===== src/rtl/fft_frame_sched_if.sv =====
// Handshake/bus bundle between fft_frame_sched and its writer / FFT engine.
//   master : environment side (drives enable, wr_beat, fft_done)
//   slave  : scheduler side (drives wr_allow, wr_addr, fft_start, fft_bank, fft_base,
//            overflow, done_err and, with FFT_SCHED_STATS_EN, frame_cnt/stall_cnt)
// Optional feature macro: FFT_SCHED_STATS_EN adds the statistics counters.
interface fft_frame_sched_if #(
  parameter int unsigned ADDR_W = 13
);
  logic              enable;
  logic              wr_beat;
  logic              wr_allow;
  logic [ADDR_W-1:0] wr_addr;
  logic              fft_done;
  logic              fft_start;
  logic              fft_bank;
  logic [ADDR_W-1:0] fft_base;
  logic              overflow;
  logic              done_err;
`ifdef FFT_SCHED_STATS_EN
  logic [15:0]       frame_cnt;
  logic [15:0]       stall_cnt;

  modport master (
    output enable, wr_beat, fft_done,
    input  wr_allow, wr_addr, fft_start, fft_bank, fft_base, overflow, done_err,
    input  frame_cnt, stall_cnt
  );
  modport slave (
    input  enable, wr_beat, fft_done,
    output wr_allow, wr_addr, fft_start, fft_bank, fft_base, overflow, done_err,
    output frame_cnt, stall_cnt
  );
`else
  modport master (
    output enable, wr_beat, fft_done,
    input  wr_allow, wr_addr, fft_start, fft_bank, fft_base, overflow, done_err
  );
  modport slave (
    input  enable, wr_beat, fft_done,
    output wr_allow, wr_addr, fft_start, fft_bank, fft_base, overflow, done_err
  );
`endif
endinterface


===== src/rtl/fft_frame_sched.sv =====
// Ping-pong frame scheduler between the ADC->BRAM writer and the FFT read engine.
// The BRAM is split into two banks of FRAME_SAMPLES words; each bank cycles
// FREE -> FILLING -> FULL -> BUSY -> FREE. Full banks are handed to the engine in
// strict alternating order, and the writer is back-pressured when its bank is taken.
// Ports:
//   clk, rst_n : clock, asynchronous active-low reset
//   bus        : fft_frame_sched_if.slave (enable, wr_beat, fft_done in;
//                wr_allow, wr_addr, fft_start, fft_bank, fft_base, overflow, done_err out)
// Optional feature macro: FFT_SCHED_STATS_EN adds saturating frame_cnt / stall_cnt.
module fft_frame_sched #(
  parameter int unsigned FRAME_SAMPLES = 1024,
  parameter int unsigned ADDR_W        = 13,
  parameter int unsigned ADDR_STEP     = 4
) (
  input logic              clk,
  input logic              rst_n,
  fft_frame_sched_if.slave bus
);
  localparam int unsigned       IdxW      = $clog2(FRAME_SAMPLES);
  localparam logic [ADDR_W-1:0] BankBytes = ADDR_W'(FRAME_SAMPLES * ADDR_STEP);
  localparam logic [ADDR_W-1:0] StepBytes = ADDR_W'(ADDR_STEP);
  localparam logic [IdxW-1:0]   IdxLast   = IdxW'(FRAME_SAMPLES - 1);
  localparam logic [IdxW-1:0]   IdxOne    = IdxW'(1);

  typedef enum logic [1:0] {BankFree, BankFilling, BankFull, BankBusy} bank_st_e;

  bank_st_e        bank_q [2];
  bank_st_e        bank_d [2];
  logic            wr_bank_q, wr_bank_d;
  logic [IdxW-1:0] idx_q, idx_d;
  logic            wr_allow_q, wr_allow_d;
  logic            eng_busy_q, eng_busy_d;
  logic            next_bank_q, next_bank_d;  // bank owed the next fft_start
  logic            fft_start_q, fft_start_d;
  logic            fft_bank_q, fft_bank_d;
  logic            overflow_q, overflow_d;
  logic            done_err_q, done_err_d;
  logic            accept;

  assign accept = bus.wr_beat & wr_allow_q;

  always_comb begin
    bank_d      = bank_q;
    wr_bank_d   = wr_bank_q;
    idx_d       = idx_q;
    eng_busy_d  = eng_busy_q;
    next_bank_d = next_bank_q;
    fft_start_d = 1'b0;
    fft_bank_d  = fft_bank_q;
    overflow_d  = overflow_q;
    done_err_d  = done_err_q;

    if (bus.wr_beat && !wr_allow_q) begin
      overflow_d = 1'b1;
    end

    // Completion is applied before the write side so a freed bank is
    // immediately visible to a writer that finishes its frame this cycle.
    if (bus.fft_done) begin
      if (eng_busy_q) begin
        bank_d[fft_bank_q] = BankFree;
        eng_busy_d         = 1'b0;
      end else begin
        done_err_d = 1'b1;
      end
    end

    if (accept) begin
      if (idx_q == IdxLast) begin
        bank_d[wr_bank_q] = BankFull;
        idx_d             = '0;
        wr_bank_d         = ~wr_bank_q;
      end else begin
        bank_d[wr_bank_q] = BankFilling;
        idx_d             = idx_q + IdxOne;
      end
    end

    // Start decision sees this cycle's done and final beat, giving 1-cycle latency.
    if (!eng_busy_d && bus.enable && bank_d[next_bank_q] == BankFull) begin
      bank_d[next_bank_q] = BankBusy;
      eng_busy_d          = 1'b1;
      fft_start_d         = 1'b1;
      fft_bank_d          = next_bank_q;
      next_bank_d         = ~next_bank_q;
    end

    wr_allow_d = bus.enable &
                 ((bank_d[wr_bank_d] == BankFree) || (bank_d[wr_bank_d] == BankFilling));
  end

  always_ff @(posedge clk or negedge rst_n) begin
    if (!rst_n) begin
      bank_q[0]   <= BankFree;
      bank_q[1]   <= BankFree;
      wr_bank_q   <= 1'b0;
      idx_q       <= '0;
      wr_allow_q  <= 1'b0;
      eng_busy_q  <= 1'b0;
      next_bank_q <= 1'b0;
      fft_start_q <= 1'b0;
      fft_bank_q  <= 1'b0;
      overflow_q  <= 1'b0;
      done_err_q  <= 1'b0;
    end else begin
      bank_q      <= bank_d;
      wr_bank_q   <= wr_bank_d;
      idx_q       <= idx_d;
      wr_allow_q  <= wr_allow_d;
      eng_busy_q  <= eng_busy_d;
      next_bank_q <= next_bank_d;
      fft_start_q <= fft_start_d;
      fft_bank_q  <= fft_bank_d;
      overflow_q  <= overflow_d;
      done_err_q  <= done_err_d;
    end
  end

  assign bus.wr_allow  = wr_allow_q;
  assign bus.wr_addr   = (wr_bank_q ? BankBytes : '0) + ADDR_W'(idx_q) * StepBytes;
  assign bus.fft_start = fft_start_q;
  assign bus.fft_bank  = fft_bank_q;
  assign bus.fft_base  = fft_bank_q ? BankBytes : '0;
  assign bus.overflow  = overflow_q;
  assign bus.done_err  = done_err_q;

`ifdef FFT_SCHED_STATS_EN
  logic [15:0] frame_cnt_q, stall_cnt_q;

  always_ff @(posedge clk or negedge rst_n) begin
    if (!rst_n) begin
      frame_cnt_q <= '0;
      stall_cnt_q <= '0;
    end else begin
      if (fft_start_d && frame_cnt_q != 16'hFFFF) begin
        frame_cnt_q <= frame_cnt_q + 16'd1;
      end
      if (bus.enable && !wr_allow_q && stall_cnt_q != 16'hFFFF) begin
        stall_cnt_q <= stall_cnt_q + 16'd1;
      end
    end
  end

  assign bus.frame_cnt = frame_cnt_q;
  assign bus.stall_cnt = stall_cnt_q;
`endif

endmodule


===== src/flat_wrapper.sv =====
// flat-port wrapper written by rule: the top's interface ports become plain ports
module fft_frame_sched_flat 
#(
  parameter int unsigned FRAME_SAMPLES = 1024,
  parameter int unsigned ADDR_W        = 13,
  parameter int unsigned ADDR_STEP     = 4
)
  (clk, rst_n, bus_enable, bus_wr_beat, bus_fft_done, bus_wr_allow, bus_wr_addr, bus_fft_start, bus_fft_bank, bus_fft_base, bus_overflow, bus_done_err);
  fft_frame_sched_if #(.ADDR_W(ADDR_W)) bus_i ();
  input logic clk;
  input logic rst_n;
  input wire logic [$bits(bus_i.enable)-1:0] bus_enable;
  input wire logic [$bits(bus_i.wr_beat)-1:0] bus_wr_beat;
  input wire logic [$bits(bus_i.fft_done)-1:0] bus_fft_done;
  output wire logic [$bits(bus_i.wr_allow)-1:0] bus_wr_allow;
  output wire logic [$bits(bus_i.wr_addr)-1:0] bus_wr_addr;
  output wire logic [$bits(bus_i.fft_start)-1:0] bus_fft_start;
  output wire logic [$bits(bus_i.fft_bank)-1:0] bus_fft_bank;
  output wire logic [$bits(bus_i.fft_base)-1:0] bus_fft_base;
  output wire logic [$bits(bus_i.overflow)-1:0] bus_overflow;
  output wire logic [$bits(bus_i.done_err)-1:0] bus_done_err;
  assign bus_i.enable = bus_enable;
  assign bus_i.wr_beat = bus_wr_beat;
  assign bus_i.fft_done = bus_fft_done;
  assign bus_wr_allow = bus_i.wr_allow;
  assign bus_wr_addr = bus_i.wr_addr;
  assign bus_fft_start = bus_i.fft_start;
  assign bus_fft_bank = bus_i.fft_bank;
  assign bus_fft_base = bus_i.fft_base;
  assign bus_overflow = bus_i.overflow;
  assign bus_done_err = bus_i.done_err;
  fft_frame_sched #(.FRAME_SAMPLES(FRAME_SAMPLES), .ADDR_W(ADDR_W), .ADDR_STEP(ADDR_STEP)) u_core (.clk(clk), .rst_n(rst_n), .bus(bus_i));
endmodule

===== config.mk =====
export PLATFORM = sky130hd
export DESIGN_NAME = fft_frame_sched_flat
export DESIGN_NICKNAME = d
export VERILOG_FILES = /design/src/rtl/fft_frame_sched_if.sv /design/src/rtl/fft_frame_sched.sv /design/src/flat_wrapper.sv
export SDC_FILE = /design/constraint.sdc
export NUM_CORES = 1
export LEC_CHECK = 0
export ABC_AREA = 1
export BUFFER_PORTS_ARGS = -buffer_cell sky130_fd_sc_hd__clkbuf_2
export CAP_MARGIN = 20
export CORE_UTILIZATION = 50
export DETAILED_ROUTE_END_ITERATION = 6
export PLACE_DENSITY = 0.86
export SLEW_MARGIN = 30
export SYNTH_ARGS = -nofsm -noshare
export SYNTH_HDL_FRONTEND = slang
export SYNTH_SLANG_ARGS = --single-unit

===== constraint.sdc =====
create_clock -name clk -period 4.2 [get_ports clk]
set_input_delay 1.05 -clock clk [delete_from_list [all_inputs] [get_ports clk]]
set_output_delay 1.05 -clock clk [all_outputs]
set_load 0.01 [all_outputs]

* Yosys cells after proc, flatten, opt, wreduce, memory -nomap -nowiden *
Index checks and enable logic that the tools add are counted.

operators by class
  reductions and logical operators = 11
  bitwise logic cells = 18
  add/sub/neg operators = 2
  multiplexer cells = 25
  magnitude comparators = 7
  eq/ne operators = 3

operator list
  cell                                                                  number
  13-bit 2-to-1 mux                                                     2
  4-bit 2-to-1 mux                                                      5
  2-bit 2-to-1 mux                                                      9
  13-bit by 12-bit adder with 13-bit output                             1
  10-bit by 1-bit adder with 10-bit output, second input constant       1
  10-bit == test, second input constant                                 1
  10-bit 2-to-1 mux                                                     1
  2-bit greater-or-equal comparator, second input constant              4
  1-bit NOT with 2-bit output                                           4
  2-bit demux with 1-bit select                                         3
  1-bit logical AND                                                     6
  2-bit by 1-bit < comparator with 1-bit output, second input constant  3
  1-bit 2-to-1 mux                                                      5
  2-bit AND                                                             2
  4-bit AND                                                             1
  2-bit NOT                                                             2
  4-bit NOT                                                             1
  2-bit bitwise OR                                                      2
  4-bit bitwise OR                                                      1
  1-bit NOT                                                             3
  1-bit AND                                                             2
  2-bit by 1-bit == test with 1-bit output, second input constant       1
  2-bit == test, second input constant                                  1
  1-bit zero test                                                       2
  3 further kinds                                                       3

storage, ports and cells
  word-level logic and storage cells = 77
  register bits after elaboration = 22
  output and inout bits = 31
  bits of input ports = 5

* Logic depth before layout (Yosys ltp) *
Gate-level depths: netlist of the first run.

  word-level depth = 24
  gate-level depth with buffers = 10
  mapped depth without buffers = 10

* Worst setup path after synthesis of the first run *
No wires, ideal clock.

  kind = input -> register
  from = input port bus_wr_beat
  to = register u_core.fft_bank_q, in the netlist u_core.bus.fft_bank
  data arrival time = 1.734 ns
  setup slack = 2.347 ns
  path buffers = 0
  library setup time = 0.118 ns
  cell stages on the path = 8
  cells stage by stage = nand3_1 > clkinv_1 > a21oi_4 > nand2_2 > nand2_2 > nand3_2 > nand2_1 > nand2_1

on the way
  word-level cells in the longest chain between the ends = 7

RTL lines
  item                                                 RTL line                source
  from (decl)                                          flat_wrapper.sv:13      input wire logic [$bits(bus_i.wr_beat)-1:0] bus_wr_beat;
  1-bit AND                                            fft_frame_sched.sv:40   assign accept = bus.wr_beat & wr_allow_q;
  4-bit 2-to-1 mux                                     fft_frame_sched.sv:68   if (accept) begin
  2-bit 2-to-1 mux (implied by the code) (3 in a row)  fft_frame_sched.sv:80   if (!eng_busy_d && bus.enable && bank_d[next_bank_q] == BankFull) begin
  2-bit == test                                        fft_frame_sched.sv:80
  1-bit logical AND                                    fft_frame_sched.sv:80
  to (signal assigned)                                 fft_frame_sched.sv:113  fft_bank_q <= fft_bank_d;
  to (decl)                                            fft_frame_sched.sv:35   logic fft_bank_q, fft_bank_d;

Every way passes these cells. The select of a mux whose other input is x is not followed.
A chain may end at the register's enable or synchronous reset.

* Worst setup path after layout of the first run *
  from = register u_core.idx_q[6]
  to = output port bus_wr_addr[8]

on the way
  word-level cells in the longest chain between the ends = 1

RTL lines
  item                                       RTL line                source
  from (decl)                                fft_frame_sched.sv:30   logic [IdxW-1:0] idx_q, idx_d;
  from (signal assigned)                     fft_frame_sched.sv:108  idx_q <= idx_d;
  13-bit by 12-bit adder with 13-bit output  fft_frame_sched.sv:120  assign bus.wr_addr = (wr_bank_q ? BankBytes : '0) + ADDR_W'(idx_q) * StepBytes;
  to (decl)                                  flat_wrapper.sv:16      output wire logic [$bits(bus_i.wr_addr)-1:0] bus_wr_addr;

Every way passes these cells.

==> results.ini, run 1 <==
[outcome]
status = finished clean

[place]
dpl.hpwl_mm = 1.61
place_congestion = 0.788
portBuffers = 21
dp_slack_ns = 2.07
dpl_cell_area_um2 = 1290

[timing]
fin_ws_ns = 2.19
rsz0062_at_grt = no
period_share_pct = 47.8
fmax_ghz = 0.499
fin_setup_tns_ns = 0
clock_skew_ns = 0.0134
worstMarginPinSlew_ns = 0.532
relSlewSlack_pct = 64.5
setup_violations = 0
finalHoldViolations = 0
min_period_ns = 2.01
slew_violations = 0
holdWs_ns = 0.482

[worst_setup_path]
path_delay_family = flip-flops
crit_chain = clkbuf_2
endpoint_kind = output port
r2r_slack_ns = 2.60
crit_arrival_ns = 0.96
rr_worst_depth = 10
path_class = register to output port
cp_num_buf_inv = 1
crit_slowest_cell = dfrtp_1
cpPeakStageDelay_ns = 0.48
start_kind = register
path_max_fanout = 6
crit_cells = 1
required_ns = 3.15

[pwr]
powerDensity_nw_per_um2 = 431
p_comb_share_pct = 24.4
switchingPower_mw = 0.188
p_leak_nw = 0.740
intPower_mw = 0.389
p_seq_share_pct = 47.7
pwr-share-clk_pct = 27.8
netSwitchingFraction_pct = 32.6
vdd_drop_max_v = 0.000276

[routing]
drtPass1Iterations = 4
ant_nets = 0
via_count = 914
wl_per_cell_um = 10.9
drcViolationCount = 0
drt-total-wl_mm = 2.04
viasPerCell = 4.89
first_iter_violations = 13

[cts]
worstSkewPairLatency_ns = 0.31
clkSinkCount = 22
cts_resized = 0
cts_buffers = 3
postCtsHoldBufs = 0
post_cts_buffers = 0
cts_tree = built
clk_pin_slew_ns = 0.13
htree_levels = 1
cts.path.max_buffers = 2
ctsRootBufferMaster = clkbuf_4

[floorplan]
core_area_um2 = 2250
start_util_pct = 54.0
die_w_um = 51.3
fp-row-count = 17
fp.dieH_um = 51.3
io_pins = 36
die_area_um2 = 2640

[finish]
final_cell_area_um2 = 1340
n_antenna_cell = 0
fin_nets = 166
fillCellCount = 217
drive_gt1_share_pct = 27.0
fin_util_pct = 59.4
syn2layout_area_growth_pct = 9.97
seqCellArea_um2 = 551
layout_common_cells = 22 x nand2_1, 22 x dfrtp_1, 21 x clkbuf_2
multi_input_comb_area_um2 = 513

[logic_synthesis]
avgSynthCellArea_um2 = 8.89
synth_edf_count = 0
synthCells = 137
yosysSeqAreaShare_pct = 45.2
yosysWarnings = 0
synth_cell_type_count = 32
ys_seq_elements = 22
netlist_area_um2 = 1220
synthArstFlopShare_pct = 100
synth_ff_type = dfrtp_1

[worst_hold_path]
hold_class = register to register
hold_depth = 1

[global_routing]
grt_overflow = 0
grt_use_total_pct = 17.6
grt_pass1_vias = 867
grt_pass1_wl_mm = 3.44
grt_max_degree = 23
antenna_found_initial = 0

[job]
max_cap_viol_count = 0

==> per-stage QoR <==
step	std cells	total power [mW]
detailed placement	183	0.422
finish	187	0.577
global route	187	0.618
floorplan	150	0.378
CTS	187	0.583
global placement	183	0.417
==> cells by family after synthesis <==
kind of cell	count (synthesis)	share of synthesized area (%)
AOI/OAI and AO/OA	15	9.46
xor gates and xnor gates	3	2.16
adders and majority gates	1	1.03
and+or+nand+nor	57	25.2
buffers and inverters	38	16.6
other	1	0.308
DFF	22	45.2
==> state kept, by name (all words and copies together) (netlist names) <==
register / cells
u_core.idx_q: 10
u_core.bank_q: 4
u_core.bus.done_err: 1
u_core.bus.fft_bank: 1
u_core.bus.fft_start: 1
u_core.bus.overflow: 1
u_core.bus.wr_allow: 1
u_core.eng_busy_q: 1
u_core.next_bank_q: 1
u_core.wr_bank_q: 1
==> routing by layer <==
layer  vias up  part of all wire [%]  track usage, %
met4         0                     0            2.70
met5         -                     0               0
met3         0                   5.7            5.36
met2        33                    53            33.1
met1       427                    41            19.5
li1        454                     -               -
==> area by class of cell <==
type	instances	area share, %
Clock buffer	3	1.68
Timing Repair Buffer	21	7.85
Clock inverter	1	2.24
Sequential cell	22	41.1
Inverter	22	6.17
Multi-Input combinational cell	90	38.3
Tap cell	28	2.62
==> worst paths after layout <==
check / start / endpoint
setup / recovery: u_core.idx_q[6] / bus_wr_addr[8]
hold / removal: u_core.bus.done_err / u_core.bus.done_err
setup reg to reg: u_core.idx_q[0] / u_core.bus.fft_bank
hold reg to reg: u_core.bus.done_err / u_core.bus.done_err
max in group asynchronous: rst_n / u_core.idx_q[1]
min in group asynchronous: rst_n / u_core.bus.overflow
==> cells in the mapped netlist (2+ instances only) <==
cell	instances	area, um2
dfrtp_1	22	551
nand2_1	22	82.6
inv_1	20	75.1
buf_4	16	120
nand3_1	10	50.1
nand2_2	7	43.8
nand4_1	5	31.3
nor2_1	5	18.8
a21oi_1	3	15.0
nor2_4	3	33.8
o21a_1	2	15.0
xor2_1	2	17.5
==> power by group through the flow <==
stage | sequential (mW) | clock (mW) | combinational [mW]
2_1_floorplan | 0.287 | 0 | 0.0907
3_3_place_gp | 0.277 | 0 | 0.140
3_5_place_dp | 0.279 | 0 | 0.143
4_1_cts | 0.275 | 0.164 | 0.143
5_1_grt | 0.280 | 0.177 | 0.161
6_report | 0.276 | 0.160 | 0.141
Note: power is estimated with default switching activity, not from simulation.
==> inputs of run 2 (changes only) <==
ABC_AREA = 0   (was 1)
clock period = 2 ns   (was 4.2 ns; I/O delays follow)
==> results.ini, run 2 <==
[global_routing]
grt_use_total_pct = 19.6  ; +2.0 points
grt_pass1_wl_mm = 3.73  ; +8.4%
antenna_found_initial = 0  ; unchanged
grt_overflow = 0  ; unchanged
grt_max_degree = 23  ; unchanged
grt_pass1_vias = 829  ; -4.4%

[timing]
slew_violations = 0  ; unchanged
clock_skew_ns = 0.00235  ; -0.0110 ns
relSlewSlack_pct = 64.9  ; +0.37 points
finalHoldViolations = 0  ; unchanged
rsz0062_at_grt = no
fin_setup_tns_ns = 0  ; unchanged
setup_violations = 0  ; unchanged
worstMarginPinSlew_ns = 0.527  ; -0.00553 ns
fmax_ghz = 0.530
period_share_pct = 94.3
min_period_ns = 1.89

[worst_hold_path]
hold_class = input port to asynchronous set/reset pin

[finish]
fillCellCount = 192  ; -12%
n_antenna_cell = 0  ; unchanged
mostFrequentLayoutCell = dfrtp_1
fin_nets = 159  ; -4.2%
drive_gt1_share_pct = 27.6  ; +0.59 points
syn2layout_area_growth_pct = 13.9
top_register = u_core.idx_q
largestRegisters = u_core.idx_q (10), u_core.bank_q (4)
multi_input_comb_area_um2 = 561  ; +9.3%
fin_cells = 180  ; -3.7%
final_cell_area_um2 = 1370  ; +2.6%
largest_reg_flops = 10  ; unchanged
fin_util_pct = 61.5  ; +2.1 points
seqCellArea_um2 = 551  ; unchanged
layout_common_cells = 22 x dfrtp_1, 21 x clkbuf_2, 14 x conb_1

[floorplan]
start_util_pct = 54.0  ; about the same
die_area_um2 = 2610  ; -0.89%
io_pins = 36  ; unchanged
core_area_um2 = 2230  ; -0.94%
fp.dieH_um = 51.1  ; -0.45%
die_w_um = 51.1  ; -0.45%
fp-row-count = 17  ; unchanged

[cts]
cts_resized = 0  ; unchanged
clk_pin_slew_ns = 0.11  ; -0.02 ns
clkSinkCount = 22  ; unchanged
htree_levels = 1  ; unchanged
post_cts_buffers = 0  ; unchanged
cts_buffers = 3  ; unchanged
ctsRootBufferMaster = clkbuf_4
cts_tree = built
postCtsHoldBufs = 0  ; unchanged
worstSkewPairLatency_ns = 0.31  ; about the same
cts.path.max_buffers = 2  ; unchanged

[pwr]
intPower_mw = 0.694  ; +78%
p_leak_nw = 0.676  ; -8.7%
vdd_drop_max_v = 0.000484  ; +75%
pwr-share-clk_pct = 23.7  ; -4.1 points
p_comb_share_pct = 21.2  ; -3.2 points
p_seq_share_pct = 55.1  ; +7.4 points
netSwitchingFraction_pct = 31.6  ; -0.99 points
switchingPower_mw = 0.321  ; +70%
powerDensity_nw_per_um2 = 738  ; +71%

[worst_setup_path]
cpPeakStageDelay_ns = 0.50  ; +0.02 ns
crit_arrival_ns = 2.09  ; +1.13 ns
path_class = register to register
crit_slowest_cell = or4_4
crit_chain = ha_1 -> nand4_1 -> or4_4 -> a21o_1 -> a221o_1
endpoint_kind = register
required_ns = 2.20  ; -0.95 ns
path_max_fanout = 5  ; -1
start_kind = register

[logic_synthesis]
yosysTopAreaCell = dfrtp_1
synthArstFlopShare_pct = 100  ; unchanged
yosysWarnings = 0  ; unchanged
synth_top_family_by_area = simple AND/OR/NAND/NOR gates
synthAdderAreaFrac_pct = 1.04  ; +0.0096 points
synthCells = 122  ; -11%
synth_edf_count = 0  ; unchanged
ys_seq_elements = 22  ; unchanged
yosysTopAreaCellShare_pct = 45.6  ; +0.42 points
netlist_area_um2 = 1210  ; -0.92%
avgSynthCellArea_um2 = 9.89  ; +11%
yosysMostFrequentCell = dfrtp_1
synthSimpleGateAreaFrac_pct = 23.0  ; -2.2 points
yosysSeqAreaShare_pct = 45.6  ; +0.42 points
synth_cell_type_count = 37  ; +16%
synth-compound-area-share_pct = 12.2  ; +2.8 points
synth_common_cells = 22 x dfrtp_1, 16 x buf_4, 11 x nand2_1
yosys-top-cells-area = dfrtp_1 46%, buf_4 10%, nand2_1 3.4%, o221ai_1 2.9%, xnor2_1 2.9%
synth_ff_type = dfrtp_1
synthXorXnorAreaFrac_pct = 5.81  ; +3.7 points
synth.mux.area_fraction_pct = 0  ; unchanged

[place]
dpl_cell_area_um2 = 1340  ; +4.0%
portBuffers = 21  ; unchanged
dp.cells = 176  ; -3.8%
dpl.hpwl_mm = 1.83  ; +13%
place_congestion = 0.825  ; +4.7%

[routing]
drcViolationCount = 0  ; unchanged
ant_nets = 0  ; unchanged
drtPass1Iterations = 4  ; unchanged
first_iter_violations = 33  ; +20
drt-total-wl_mm = 2.28  ; +12%
wl_per_cell_um = 12.7  ; +16%
viasPerCell = 5.28  ; +8.1%
via_count = 951  ; +4.0%

[outcome]
status = finished clean

[job]
max_cap_viol_count = 0  ; unchanged

==> run 2: area by class of cell <==
cell class / instances / share of cell area (%)
clock buffers: 4 / 2.64
repair buffers: 30 / 12.6
well taps: 28 / 2.55
multi-input cells: 91 / 40.8
flip-flops and latches: 22 / 40.1
inverters: 5 / 1.37
==> run 2: worst paths after layout <==
check / start / to / slack, ns / depth (start not counted)
worst max register to register: u_core.idx_q[0] / u_core.bus.fft_bank / 0.11 / 5
min in group clk: bus_fft_done / u_core.bus.done_err / 0.42 / 2
worst min-delay path: rst_n / u_core.idx_q[7] / 0.15 / 1
worst max-delay path: u_core.idx_q[0] / u_core.bus.fft_bank / 0.11 / 5
max in group asynchronous: rst_n / u_core.wr_bank_q / 1.51 / 1
worst min register to register: u_core.bus.done_err / u_core.bus.done_err / 0.47 / 1
==> run 2: power groups by stage <==
| stage | logic, mW | registers (mW) | clock network [mW] |
|---|---|---|---|
| detailed placement | 0.217 | 0.567 | 0 |
| finish | 0.215 | 0.559 | 0.240 |
| global placement | 0.211 | 0.563 | 0 |
| floorplan | 0.0990 | 0.590 | 0 |
| global route | 0.243 | 0.565 | 0.266 |
| CTS | 0.217 | 0.557 | 0.247 |
==> run 2: through the flow <==
| stage | worst slack, ns | hold slack (ns) | power [mW] |
|---|---|---|---|
| 2_1_floorplan | 0.0471 | 0.204 | 0.689 |
| 4_1_cts | 0.124 | 0.159 | 1.02 |
| 5_1_grt | 0.00895 | 0.173 | 1.07 |
| 3_5_place_dp | 0.118 | 0.446 | 0.784 |
| 3_3_place_gp | 0.132 | 0.438 | 0.774 |
| 6_report | 0.113 | 0.147 | 1.01 |
==> run 2: routing by layer <==
metal	track usage [%]	wire [um]	vias to the layer above	part of all wire, %
met5	0	0	-	0
met3	1.79	110	2	4.8
met4	8.33	19	0	0.83
met2	31.1	1080	33	47
met1	27.2	1070	445	47
li1	-	-	471	-
==> run 2: critical path: cells and delay by family (launching register included) <==
| kind | cells | cell delay, ns |
|---|---|---|
| AO/OA/AOI/OAI | 2 | 0.56 |
| flip-flops | 1 | 0.42 |
| adder cells (fa/ha/maj) | 1 | 0.18 |
| AND/OR/NAND/NOR | 2 | 0.62 |
==> run 2: cells by family after synthesis <==
family | Yosys count
other | 1
buffers and inverters | 22
xor gates and xnor gates | 8
DFF | 22
and+or+nand+nor | 48
AOI/OAI and AO/OA | 20
adders and majority gates | 1
==> inputs of run 3 (changes only) <==
clock period = 1.82 ns   (was 2 ns; I/O delays follow)
==> results.ini, run 3 (synthesis results as in run 2) <==
[outcome]
status = finished clean

[worst_setup_path]
cpPeakStageDelay_ns = 0.50  ; about the same
endpoint_kind = register
r2r_slack_ns = 0.003  ; -0.11 ns
crit_arrival_ns = 2.02  ; -0.07 ns
path_max_fanout = 2  ; -3
r2r-end = u_core.bus.fft_bank
crit_slowest_cell = or4_4
path_class = register to register
endpoint = u_core.bus.fft_bank
crit_path_start = u_core.idx_q[1]
rr_startpoint = u_core.idx_q[1]
required_ns = 2.02  ; -0.18 ns
rr_worst_depth = 5  ; unchanged
start_kind = register
crit_chain = ha_2 -> nand4_1 -> or4_4 -> a21o_1 -> a221o_1

[timing]
clock_skew_ns = 0.000730  ; -0.00162 ns
relSlewSlack_pct = 63.3  ; -1.6 points
min_period_ns = 1.82  ; -0.0701 ns
period_share_pct = 99.8  ; +5.5 points
slew_violations = 0  ; unchanged
worstMarginPinSlew_ns = 0.551  ; +0.0243 ns
rsz0062_at_grt = yes
fmax_ghz = 0.550  ; +3.9%
finalHoldViolations = 0  ; unchanged
setup_violations = 0  ; unchanged

[job]
max_cap_viol_count = 0  ; unchanged

[cts]
cts_tree = built
clkSinkCount = 22  ; unchanged
cts_buffers = 3  ; unchanged
clk_pin_slew_ns = 0.11  ; about the same
postCtsHoldBufs = 0  ; unchanged
cts.path.max_buffers = 2  ; unchanged
htree_levels = 1  ; unchanged
post_cts_buffers = 0  ; unchanged
ctsRootBufferMaster = clkbuf_4
worstSkewPairLatency_ns = 0.30  ; about the same

[place]
portBuffers = 21  ; unchanged
place_congestion = 0.811  ; -1.7%
dpl.hpwl_mm = 2.02  ; +11%
dp.cells = 185  ; +5.1%
dpl_cell_area_um2 = 1410  ; +5.2%

[finish]
final_cell_area_um2 = 1460  ; +6.4%
n_antenna_cell = 0  ; unchanged
largestRegisters = u_core.idx_q (10), u_core.bank_q (4)
drive_gt1_share_pct = 34.2  ; +6.5 points
fin_nets = 168  ; +5.7%
fin_cells = 189  ; +5.0%
mostFrequentLayoutCell = dfrtp_1
layout_common_cells = 22 x dfrtp_1, 21 x clkbuf_2, 18 x buf_4
largest_reg_flops = 10  ; unchanged
top_register = u_core.idx_q
syn2layout_area_growth_pct = 21.2

[global_routing]
grt_overflow = 0  ; unchanged
grt_pass1_wl_mm = 4.19  ; +12%
grt_pass1_vias = 913  ; +10%
antenna_found_initial = 0  ; unchanged
grt_use_total_pct = 22.1  ; +2.5 points
grt_max_degree = 23  ; unchanged

[pwr]
pwr-share-clk_pct = 22.4  ; -1.3 points
vdd_drop_max_v = 0.000781  ; +61%
intPower_mw = 0.810  ; +17%
netSwitchingFraction_pct = 31.1  ; -0.49 points
p_comb_share_pct = 27.6  ; +6.4 points
switchingPower_mw = 0.366  ; +14%
powerDensity_nw_per_um2 = 805  ; +9.0%
p_leak_nw = 0.718  ; +6.2%
p_seq_share_pct = 49.9  ; -5.2 points

[routing]
viasPerCell = 5.50  ; +4.2%
drt-total-wl_mm = 2.64  ; +16%
drcViolationCount = 0  ; unchanged
ant_nets = 0  ; unchanged
drtPass1Iterations = 6  ; +2
wl_per_cell_um = 14.0  ; +10%
via_count = 1040  ; +9.4%
first_iter_violations = 46  ; +39%

[floorplan]
fp.dieH_um = 51.1  ; unchanged
die_area_um2 = 2610  ; unchanged
start_util_pct = 54.0  ; unchanged
fp-row-count = 17  ; unchanged
core_area_um2 = 2230  ; unchanged
die_w_um = 51.1  ; unchanged
io_pins = 36  ; unchanged

[worst_hold_path]
hold_class = input port to asynchronous set/reset pin

==> run 3: per-layer routing <==
layer / GRT usage, % / wire [um] / up-vias
li1: - / - / 492
met1: 31.5 / 1130 / 498
met2: 34.0 / 1310 / 44
met3: 3.57 / 158 / 6
met4: 7.41 / 44 / 0
met5: 0 / 0 / -
==> run 3: worst max-delay path, delay by kind of cell (launching register included) <==
family | cells | cell delay, ns
adder cells (fa/ha/maj) | 1 | 0.20
flip-flops | 1 | 0.39
AO/OA/AOI/OAI | 2 | 0.53
AND/OR/NAND/NOR | 2 | 0.60
==> run 3: worst min path at each step <==
stage	startpoint	to	slack [ns]	cells past startpoint
after floorplan	rst_n	u_core.bank_q[0]	0.16	0
after global placement	u_core.bus.done_err	u_core.bus.done_err	0.44	1
after detailed placement	u_core.bus.done_err	u_core.bus.done_err	0.45	1
after CTS	rst_n	u_core.wr_bank_q	0.12	1
after global routing	rst_n	u_core.idx_q[4]	0.13	1
final	rst_n	u_core.idx_q[4]	0.11	1
==> run 3: power by group through the flow <==
stage,combinational (mW),clock (mW),sequential (mW)
6_report,0.325,0.264,0.587
5_1_grt,0.359,0.298,0.593
4_1_cts,0.323,0.275,0.589
3_5_place_dp,0.323,0,0.599
3_3_place_gp,0.310,0,0.591
2_1_floorplan,0.110,0,0.649
==> run 3: per-stage QoR <==
stage                     hold slack, ns  util, %  setup TNS, ns  setup WS, ns  power (mW)
after global routing               0.134     65.4        -0.0622       -0.0591        1.25
after CTS                          0.120     64.6        -0.0128       -0.0128        1.19
after detailed placement           0.447     63.0       -0.00549      -0.00549       0.922
after global placement             0.436     63.0              0        0.0373       0.901
final                              0.113     65.4              0       0.00313        1.18
after floorplan                    0.159        -        -0.0989       -0.0989       0.759
==> run 3: layout make-up <==
class / count / area (um2)
sequential: 22 / 551
tap: 28 / 35.0
clock buffer: 4 / 36.3
inverter: 5 / 18.8
multi-input combinational: 91 / 581
fill: 184 / 772
timing repair buffer: 39 / 240
==> run 3: repair_timing <==
action	CTS	global route
endpoints found under the setup margin	2	4
pin swaps	2	1
hold endpoints to repair	0	0
resized for setup	0	3
cloned	0	0
